**config.mk**
```make
export PLATFORM = sky130hd
export DESIGN_NAME = led_fade_pwm
export DESIGN_NICKNAME = d
export VERILOG_FILES = /design/src/rtl/led_fade_pkg.sv /design/src/rtl/led_fade_pwm_channel.sv /design/src/rtl/led_fade_pwm.sv
export SDC_FILE = /design/constraint.sdc
export NUM_CORES = 1
export LEC_CHECK = 0
export BUFFER_PORTS_ARGS = -buffer_cell sky130_fd_sc_hd__buf_2
export CAP_MARGIN = 10
export CORE_UTILIZATION = 40
export CTS_CLUSTER_SIZE = 16
export DETAILED_ROUTE_END_ITERATION = 10
export PLACE_DENSITY = 0.67
export SYNTH_ARGS = -nofsm -noshare
export SYNTH_HDL_FRONTEND = slang
export SYNTH_SLANG_ARGS = --single-unit
```
**constraint.sdc**
```tcl
create_clock -name clk -period 2.4 [get_ports clk]
set_input_delay 0.24 -clock clk [delete_from_list [all_inputs] [get_ports clk]]
set_output_delay 0.24 -clock clk [all_outputs]
set_load 0.05 [all_outputs]
```
**src/rtl/led_fade_pkg.sv**
```systemverilog
// led_fade_pkg: shared constants, types and helpers for the LED fade/PWM stage.
//
// Contents:
//   PWM_BITS_DEF - default PWM counter / brightness width.
//   bright_t     - brightness type at the default width.
//   bright_max() - full-scale brightness for a given width (2^bits - 1).
//   sat_sub()    - subtraction that floors at zero instead of wrapping.
package led_fade_pkg;

  localparam int unsigned PWM_BITS_DEF = 8;

  typedef logic [PWM_BITS_DEF-1:0] bright_t;

  function automatic int unsigned bright_max(input int unsigned bits);
    return (32'd1 << bits) - 32'd1;
  endfunction

  // Decay must stop at off; a wrap would flash a dark LED back to full.
  function automatic int unsigned sat_sub(input int unsigned a, input int unsigned b);
    return (a > b) ? (a - b) : 32'd0;
  endfunction

endpackage

```
**src/rtl/led_fade_pwm_channel.sv**
```systemverilog
// led_pwm_channel: one LED channel of the fade/PWM stage.
//
// Holds the live brightness (loaded to full on a pattern hit, decremented on
// each decay tick), a shadow copy that only updates at the PWM period boundary
// so the duty cycle never changes mid-period, and the registered PWM compare.
//
// Build option: define LED_FADE_GAMMA_EN to square the brightness (gamma-2
// approximation) when it is copied into the shadow register.
//
// Ports:
//   clk        in   system clock
//   rst_n      in   asynchronous active-low reset
//   pwm_cnt    in   shared PWM counter
//   period_end in   high while pwm_cnt is at its last value
//   decay_tick in   one-cycle decay strobe from the shared prescaler
//   load       in   pattern hit for this channel (valid strobe and bit set)
//   led        out  registered PWM output
module led_pwm_channel
  import led_fade_pkg::*;
#(
  parameter int unsigned PWM_BITS   = PWM_BITS_DEF,
  parameter int unsigned DECAY_STEP = 16
) (
  input  logic                clk,
  input  logic                rst_n,
  input  logic [PWM_BITS-1:0] pwm_cnt,
  input  logic                period_end,
  input  logic                decay_tick,
  input  logic                load,
  output logic                led
);

  localparam logic [PWM_BITS-1:0] BrightMax = PWM_BITS'(bright_max(PWM_BITS));

  logic [PWM_BITS-1:0] bright_q, bright_d;
  logic [PWM_BITS-1:0] shadow_q, shadow_d;
  logic [PWM_BITS-1:0] shadow_val;
  logic                led_q, led_d;

  // Load has priority over a coincident decay tick.
  always_comb begin
    bright_d = bright_q;
    if (load) begin
      bright_d = BrightMax;
    end else if (decay_tick) begin
      bright_d = PWM_BITS'(sat_sub(32'(bright_q), DECAY_STEP));
    end
  end

`ifdef LED_FADE_GAMMA_EN
  // Upper half of the full-width square: max -> max-1, small values -> 0.
  assign shadow_val = PWM_BITS'(((2 * PWM_BITS)'(bright_q) * (2 * PWM_BITS)'(bright_q))
                                >> PWM_BITS);
`else
  assign shadow_val = bright_q;
`endif

  always_comb begin
    shadow_d = shadow_q;
    if (period_end) begin
      shadow_d = shadow_val;
    end
  end

  // Strict compare: shadow == max still drops low for the final count.
  always_comb begin
    led_d = (shadow_q > pwm_cnt);
  end

  always_ff @(posedge clk or negedge rst_n) begin
    if (!rst_n) begin
      bright_q <= '0;
      shadow_q <= '0;
      led_q    <= 1'b0;
    end else begin
      bright_q <= bright_d;
      shadow_q <= shadow_d;
      led_q    <= led_d;
    end
  end

  assign led = led_q;

endmodule

```
**src/rtl/led_fade_pwm.sv**
```systemverilog
// led_fade_pwm: comet-tail LED driver fed by the rotating pattern generator.
//
// Every LED whose pattern bit is set on a valid strobe jumps to full
// brightness and then fades linearly to off. Brightness is rendered as PWM
// with a period of 2^PWM_BITS clocks; duty changes only at period boundaries.
//
// Build option: LED_FADE_GAMMA_EN selects gamma-2 shaped duty (see channel).
//
// Ports:
//   clk           in   system clock
//   rst_n         in   asynchronous active-low reset
//   pattern_in    in   LED pattern, bit i drives channel i
//   pattern_valid in   single-cycle strobe qualifying pattern_in
//   led_out       out  registered PWM outputs to the LED pins
//   frame_sync    out  one-cycle pulse as the PWM counter wraps to 0
module led_fade_pwm
  import led_fade_pkg::*;
#(
  parameter int unsigned N_LEDS      = 5,
  parameter int unsigned PWM_BITS    = PWM_BITS_DEF,
  parameter int unsigned DECAY_SHIFT = 16,
  parameter int unsigned DECAY_STEP  = 16
) (
  input  logic              clk,
  input  logic              rst_n,
  input  logic [N_LEDS-1:0] pattern_in,
  input  logic              pattern_valid,
  output logic [N_LEDS-1:0] led_out,
  output logic              frame_sync
);

  logic [PWM_BITS-1:0]    pwm_cnt_q, pwm_cnt_d;
  logic [DECAY_SHIFT-1:0] presc_q, presc_d;
  logic                   frame_sync_q, frame_sync_d;
  logic                   period_end;
  logic                   decay_tick;

  assign period_end = (pwm_cnt_q == '1);
  assign decay_tick = (presc_q == '1);

  always_comb begin
    pwm_cnt_d    = pwm_cnt_q + PWM_BITS'(1);
    presc_d      = presc_q + DECAY_SHIFT'(1);
    frame_sync_d = period_end;
  end

  always_ff @(posedge clk or negedge rst_n) begin
    if (!rst_n) begin
      pwm_cnt_q    <= '0;
      presc_q      <= '0;
      frame_sync_q <= 1'b0;
    end else begin
      pwm_cnt_q    <= pwm_cnt_d;
      presc_q      <= presc_d;
      frame_sync_q <= frame_sync_d;
    end
  end

  assign frame_sync = frame_sync_q;

  for (genvar i = 0; i < N_LEDS; i++) begin : g_ch
    led_pwm_channel #(
      .PWM_BITS  (PWM_BITS),
      .DECAY_STEP(DECAY_STEP)
    ) u_ch (
      .clk       (clk),
      .rst_n     (rst_n),
      .pwm_cnt   (pwm_cnt_q),
      .period_end(period_end),
      .decay_tick(decay_tick),
      .load      (pattern_valid & pattern_in[i]),
      .led       (led_out[i])
    );
  end

endmodule

```
==> metrics.txt, run 1 <==
CP arrival approximately 2200 ps; leakage 2.220 nW; WHS roughly 210 ps; Hold Path Stages 3; Crit Path Class reg2reg; Hold Path Sink g_ch[4].u_ch.bright_q[2]; Netlist Area Pre-Place 0.004504 sq mm; total gr overflow 0; Max VDD drop around 0.00030 V; Layout area overhead 8.139%; sequential cell area around 0.002 sq mm; post-synth top area share 0.4444; CP max stage delay a little under 600 ps; Int Pwr between 0.0015 and 0.002 W; Pre-antenna DRT Iters 4; largest net degree at the start of global routing 42; Synth Area in Adders 0.1444; family with the most delay on the worst path simple AND/OR/NAND/NOR gates; HP Class in2reg; Period Utilization, post-route 0.8494; via count 3,083; Post-CTS Repair Setup Buffers 0; Routability Congestion between 0.7 and 0.8; CP Cell Sequence ha_1 > nand3_2 > or2_1 > o31ai_1 > o311ai_0; CTS sink cnt 80; Hold Crit Start pattern_in[4]; Comb pwr share 0.020; first-pass GRT wire length around 15,000 um; fillcell total 1,020; CTS tree done; Final Critical Period about 2000 ps; Achievable Freq slightly below 500 MHz; XOR/XNOR Fraction of Synth Area 0.03889; Setup Slack @ Placement about 380 ps; DR WL/cell 14.72 um; Root Buffer clkbuf_8; vias per cell roughly 5.3; Die Y about 110 um; Pwr Density slightly below 500 mW/mm^2; total negative slack 0 ps; Critical Path End Type register; drt total wl 8567 um; initial cell density of the core 0.4137; max_slew headroom 0.3535; final hold vios 0; Flop pwr share 0.573; worst reg-to-reg setup slack between 300 and 400 ps; sequential element share of the synthesized area 0.4444; worst-case reg-to-reg path depth 5; Stages on worst setup path 5; Post-DRT Antenna Nets 0; Chip Width roughly 110 um; fraction of layout cells with a size suffix above 1 0.1403; Die Area approximately 0.012 sq mm; DP HPWL about 6400 um; status finished, final reports clean; final setup vio count 0; Max stage delay cell, worst path or2_1; critical path peak fanout 25; Nets 498; Clock Path Buffers 2; worst-margin pin slew 969.8 ps; # IOs 14; row count 38; Net Sw Power 0.0005188 W; All-Layer GR Usage 0.1688; clock insertion delay at the later pin of the skew report 350 ps; Critical R2R Launch presc_q[0]; antenna violations before repair 0; sw frac 0.2207; simple-gate portion of the synthesized area 0.1472; Pwr Total between 0.002 and 0.0025 W; largest family of logic cells by synthesized area simple AND/OR/NAND/NOR gates; FF+latch count, synth 80; Clk pwr share 0.408; CTS H-tree lvls 3; biggest area consumer among synthesized cells dfrtp_1; clk slew on worst S/H paths 80 ps; core footprint around 0.011 sq mm; Final Max Slew Viols 0; mux contribution to synthesized area 0.06111; CTS buffer count 9; DRT iter0 DRCs roughly 150; multi-input logic area roughly 0.0023 sq mm; vias in the first global route 3,209; final worst slack between 300 and 400 ps; WP data required between 2000 and 3000 ps; max cap viols 0; Critical path buffers and inverters 0; cts repair resizes 0; I/O Buffers 13; Synth Area in Compound Gates 0.1103; RSZ-0062 raised after global routing false; Worst setup SP type register; Distinct cells, synth 37; Yosys Warn Count 0; Avg Cell Area, Syn around 11 sq um; # diodes 0; DRC Markers 0; synth top area cells dfrtp_1 44%, ha_1 14%, mux2_2 4.8%; Reg-to-Reg End g_ch[0].u_ch.bright_q[7]; Worst Skew 12.02 ps; Post-Syn Instances approximately 420; syn_nets 483
[worst max-delay path by stage]
stage | start | endpoint
finish | presc_q[0] | g_ch[0].u_ch.bright_q[7]
global route | presc_q[0] | g_ch[2].u_ch.bright_q[7]
CTS | presc_q[0] | g_ch[0].u_ch.bright_q[7]
detailed placement | presc_q[0] | g_ch[0].u_ch.bright_q[7]
global placement | presc_q[0] | g_ch[4].u_ch.bright_q[7]
floorplan | pwm_cnt_q[0] | g_ch[0].u_ch.shadow_q[7]
[Yosys cell counts]
cell type / instances
o311ai_1: 6
buf_8: 1
xnor2_1: 14
mux2_1: 1
mux2_2: 19
xor2_1: 6
nor2_4: 1
nor2_1: 18
o211ai_1: 1
o311ai_0: 4
nand3_2: 1
o21ai_0: 31
buf_2: 4
nand2b_1: 6
mux2i_1: 5
a21oi_1: 15
or2_1: 2
or3_1: 10
nand4_2: 1
nand3_1: 18
o31ai_2: 3
nor4_4: 1
ha_1: 52
clkbuf_1: 2
nand4_1: 18
or2_2: 1
o31ai_4: 1
dfrtp_1: 80
buf_4: 8
nor3_1: 4
buf_6: 2
o21a_1: 5
nor2b_1: 10
nand2_1: 27
nand4b_1: 4
inv_1: 31
o31ai_1: 10
[through the flow]
| step | cells | utilization | instance area [sq um] |
|---|---|---|---|
| finish | 582 | 0.4474 | 4871 |
| detailed placement | 566 | 0.4293 | 4674 |
| global route | 582 | 0.4474 | 4871 |
| floorplan | 423 | - | 4504 |
| global placement | 566 | 0.4293 | 4674 |
| CTS | 582 | 0.4474 | 4871 |
[logic make-up (layout without fill, tap and decap cells)]
| family | after synthesis | in the layout |
|---|---|---|
| DFF | 80 | 80 |
| AOI/OAI and AO/OA | 76 | 76 |
| buffers and inverters | 48 | 67 |
| adders and majority gates | 52 | 52 |
| and+or+nand+nor | 122 | 122 |
| xor gates and xnor gates | 20 | 20 |
| muxes | 25 | 25 |
[flip-flops by register name (all words and copies together), names as in the netlist]
name                flops
g_ch.u_ch.bright_q     25
g_ch.u_ch.shadow_q     25
presc_q                16
pwm_cnt_q               8
g_ch.u_ch.led           5
frame_sync              1
[tightest hold or removal path: stages]
cell and delay [ps]:
buf_2 80, nand2_1 120, nand2_1 90
[final cells by class]
cell class	instances	share of cell area
multi-input cells	295	0.4642
flip-flops and latches	80	0.4110
well taps	140	0.03596
repair buffers	21	0.02671
clock buffers	10	0.02620
inverters	31	0.02389
clock inverters	5	0.01207
[layout by cell type, fill, tap and decap left out, types with 2 or more instances in the layout]
master	count
xor2_1	6
nand2_1	27
xnor2_1	14
nand4b_1	4
mux2_2	19
clkbuf_8	9
ha_1	52
o21ai_0	31
nand3_1	18
dfrtp_1	80
buf_2	12
o311ai_0	4
nor2_1	18
o21a_1	5
o31ai_2	3
clkinvlp_4	2
inv_1	31
nand2b_1	6
buf_4	8
nor2b_1	10
o311ai_1	6
mux2i_1	5
or3_1	10
nand4_1	18
nor3_1	4
or2_1	2
o31ai_1	10
a21oi_1	15
[power groups by stage]
stage / Combinational, W / Sequential, W / Clock [W]
after global placement: 0.0000467 / 0.00137 / 0
after detailed placement: 0.0000472 / 0.00137 / 0
final: 0.0000459 / 0.00135 / 0.000958
after floorplan: 0.00000522 / 0.00137 / 0
after CTS: 0.0000486 / 0.00135 / 0.000984
after global routing: 0.0000545 / 0.00135 / 0.00104
[layer usage]
metal  track usage  vias to the layer above  part of all wire
li1              -                     1534                 -
met1        0.2232                     1501              0.48
met2        0.2780                       46              0.48
met3       0.04159                        2             0.032
met4       0.03914                        0            0.0039
met5             0                        -                 0
[repair_timing]
action                                  4_1_cts  5_1_grt
hold buffers                                  1        0
endpoints found under the setup margin        0        0
hold endpoints to repair                     38        0
(Power assumes the default switching activity.)
==> run 2, diff against run 1 <==
--- a/config.mk
+++ b/config.mk
@@ -5,12 +5,13 @@
 export SDC_FILE = /design/constraint.sdc
 export NUM_CORES = 1
 export LEC_CHECK = 0
+export ABC_AREA = 1
 export BUFFER_PORTS_ARGS = -buffer_cell sky130_fd_sc_hd__buf_2
 export CAP_MARGIN = 10
 export CORE_UTILIZATION = 40
 export CTS_CLUSTER_SIZE = 16
 export DETAILED_ROUTE_END_ITERATION = 10
-export PLACE_DENSITY = 0.67
+export PLACE_DENSITY = 0.69
 export SYNTH_ARGS = -nofsm -noshare
 export SYNTH_HDL_FRONTEND = slang
 export SYNTH_SLANG_ARGS = --single-unit
==> constraint.sdc (replaced) <==
create_clock -name clk -period 1.7 [get_ports clk]
set_input_delay 0.17 -clock clk [delete_from_list [all_inputs] [get_ports clk]]
set_output_delay 0.17 -clock clk [all_outputs]
set_load 0.05 [all_outputs]
==> metrics.txt, run 2 <==
Critical Path End Type register; Post-CTS Repair Setup Buffers 0; Max stage delay cell, worst path dfrtp_1; CTS sink cnt 80; Critical R2R Launch pwm_cnt_q[6]; FF+latch count, synth 80; CP arrival approximately 1800 ps; Avg Cell Area, Syn around 8.3 sq um; critical path peak fanout 5; Synth top cells by count 180 x nand2_1, 80 x dfrtp_1, 69 x inv_1; Yosys Warn Count 0; leakage a little over 3 nW; sequential element share of the synthesized area 0.4115; Metal-1 WL 4440 um; CP Cell Sequence inv_1 > ha_1 > nand2_1 > nor2_1 > nand3_1 > nor2_1 > a21oi_1; via count roughly 3,600; final worst slack ~170 ps; Worst setup SP type register; WP data required about 1900 ps; final hold vios 0; max cap viols 0; DP HPWL between 6000 and 7000 um; Hold Crit Start pattern_in[4]; total gr overflow 0; row count 39; fraction of registers with async set/reset 1.000; max_slew headroom 0.6578; worst-case reg-to-reg path depth 7; Achievable Freq approximately 650 MHz; Pre-antenna DRT Iters 7; commonest non-fill, non-tap cell in the layout nand2_1; Pwr Density about 770 mW/mm^2; DR WL/cell 12.04 um; most frequent CP cell nor2_1; I/O Buffers 13; worst-margin pin slew approximately 510 ps; Nets 666; family with the most delay on the worst path flip-flops; Clock Path Buffers 2; Die Y roughly 110 um; initial cell density of the core 0.4189; DRT iter0 DRCs between 150 and 200; worst reg-to-reg setup slack approximately 170 ps; commonest non-fill, non-tap cells in the layout 180 x nand2_1, 80 x dfrtp_1, 69 x inv_1; clock insertion delay at the later pin of the skew report between 300 and 400 ps; top flop regs g_ch.u_ch.bright_q (25), g_ch.u_ch.shadow_q (25), presc_q (16); biggest area consumer among synthesized cells dfrtp_1; highest routed layer met4; CTS H-tree lvls 3; Worst Skew between 7 and 8 ps; Layout area overhead 11.42%; first-pass GRT wire length roughly 16,000 um; Hold Path Stages 3; count leader, synth nand2_1; Root Buffer clkbuf_16; failing checks design-rule violations; All-Layer GR Usage 0.1562; most common flop cell mapped by yosys dfrtp_1; status finished, violations left; Reg-to-Reg End g_ch[0].u_ch.led; Distinct cells, synth 27; fillcell total between 1,000 and 1,500; vias per cell approximately 4.8; drt total wl slightly above 9000 um; # IOs 14; DRC Markers 1; dpl cell area approximately 0.005 sq mm; CP max stage delay between 400 and 500 ps; fin area 0.005420 sq mm; Period Utilization, post-route 0.9002; CTS buffer count 9; Max VDD drop just under 0.0006 V; # diodes 0; Post-Syn Instances 588; final setup vio count 0; Critical path buffers and inverters 1; Core Util, Final 0.4667; met2 wire length approximately 4300 um; Pwr Total ~0.0042 W; synth top area cells dfrtp_1 41%, nand2_1 14%, ha_1 13%; syn_nets 648; vias in the first global route 3,527; Netlist Area Pre-Place roughly 0.0049 sq mm; largest net degree at the start of global routing 38; clk slew on worst S/H paths approximately 60 ps; Post-synth EDFFs 0; Die Area between 0.01 and 0.015 sq mm; RSZ-0062 raised after global routing false; Crit Path Class reg2reg; total negative slack 0 ps; Chip Width 112.3 um; Setup Slack @ Placement about 140 ps; Hold Path Sink g_ch[4].u_ch.bright_q[2]; HP Class in2reg; core footprint between 0.01 and 0.015 sq mm; post-synth top area share 0.4115; antenna violations before repair 0; Routability Congestion between 0.7 and 0.8; fraction of layout cells with a size suffix above 1 0.1227; Post-DRT Antenna Nets 0; met3 WL between 200 and 250 um; CTS tree done; Final Critical Period ~1500 ps; Final Max Slew Viols 0
[run 2: area by class of cell]
type / instances / area (sq um) / share of cell area
Sequential cell: 80 / 2002 / 0.3693
Clock inverter: 4 / 76.32 / 0.01408
Multi-Input combinational cell: 424 / 2477 / 0.4571
Timing Repair Buffer: 20 / 172.7 / 0.03186
Tap cell: 143 / 178.9 / 0.03301
Clock buffer: 12 / 246.5 / 0.04548
Inverter: 71 / 266.5 / 0.04917
[run 2: per-layer routing]
metal / track usage / vias to the layer above
met5: 0 / -
met4: 0.05244 / 0
met3: 0.03294 / 8
met2: 0.2692 / 40
met1: 0.1950 / 1659
li1: - / 1903
[run 2: what timing repair did]
item	4_1_cts	5_1_grt
setup endpoints to repair	0	1
hold buffers	1	0
hold endpoints to repair	35	0
resized for setup	0	1
[run 2: worst reg2reg max path, delay by kind of cell (launching register included)]
kind	cells	cell delay [ps]
DFF	1	450
and+or+nand+nor	4	430
adders and majority gates	1	310
buffers and inverters	1	170
AOI/OAI and AO/OA	1	50
[run 2: power by group]
part | leakage (nW) | switching, W | internal (W)
sequential | 0.975 | 0.0000308 | 0.00193
combinational | 1.91 | 0.0000819 | 0.0000422
clock | 0.153 | 0.000773 | 0.00133
total | 3.04 | 0.000885 | 0.00330
[run 2: cells by family (layout without fill, tap and decap cells)]
logic type                 Yosys count  after routing  synth area share
and+or+nand+nor                    300            300            0.2659
buffers and inverters               84            107           0.08025
xor gates and xnor gates            20             20           0.03601
AOI/OAI and AO/OA                   52             52           0.07253
adders and majority gates           52             52            0.1337
DFF                                 80             80            0.4115
[run 2: how the worst max path moves through the flow]
stage                       from                  endpoint  cells after the start
floorplan           pwm_cnt_q[0]  g_ch[4].u_ch.shadow_q[3]                      7
global placement      presc_q[0]  g_ch[2].u_ch.bright_q[6]                      8
detailed placement    presc_q[0]  g_ch[4].u_ch.bright_q[4]                      8
CTS                   presc_q[0]  g_ch[1].u_ch.bright_q[5]                      8
global route        pwm_cnt_q[6]          g_ch[0].u_ch.led                      7
finish              pwm_cnt_q[6]          g_ch[0].u_ch.led                      7
[run 2: metrics by stage]
| stage | hold slack [ps] | std cells |
|---|---|---|
| after floorplan | -125.6 | 588 |
| after global placement | 179.1 | 737 |
| after detailed placement | 181.7 | 737 |
| after CTS | 213.0 | 754 |
| after global routing | 254.1 | 754 |
| final | 218.1 | 754 |
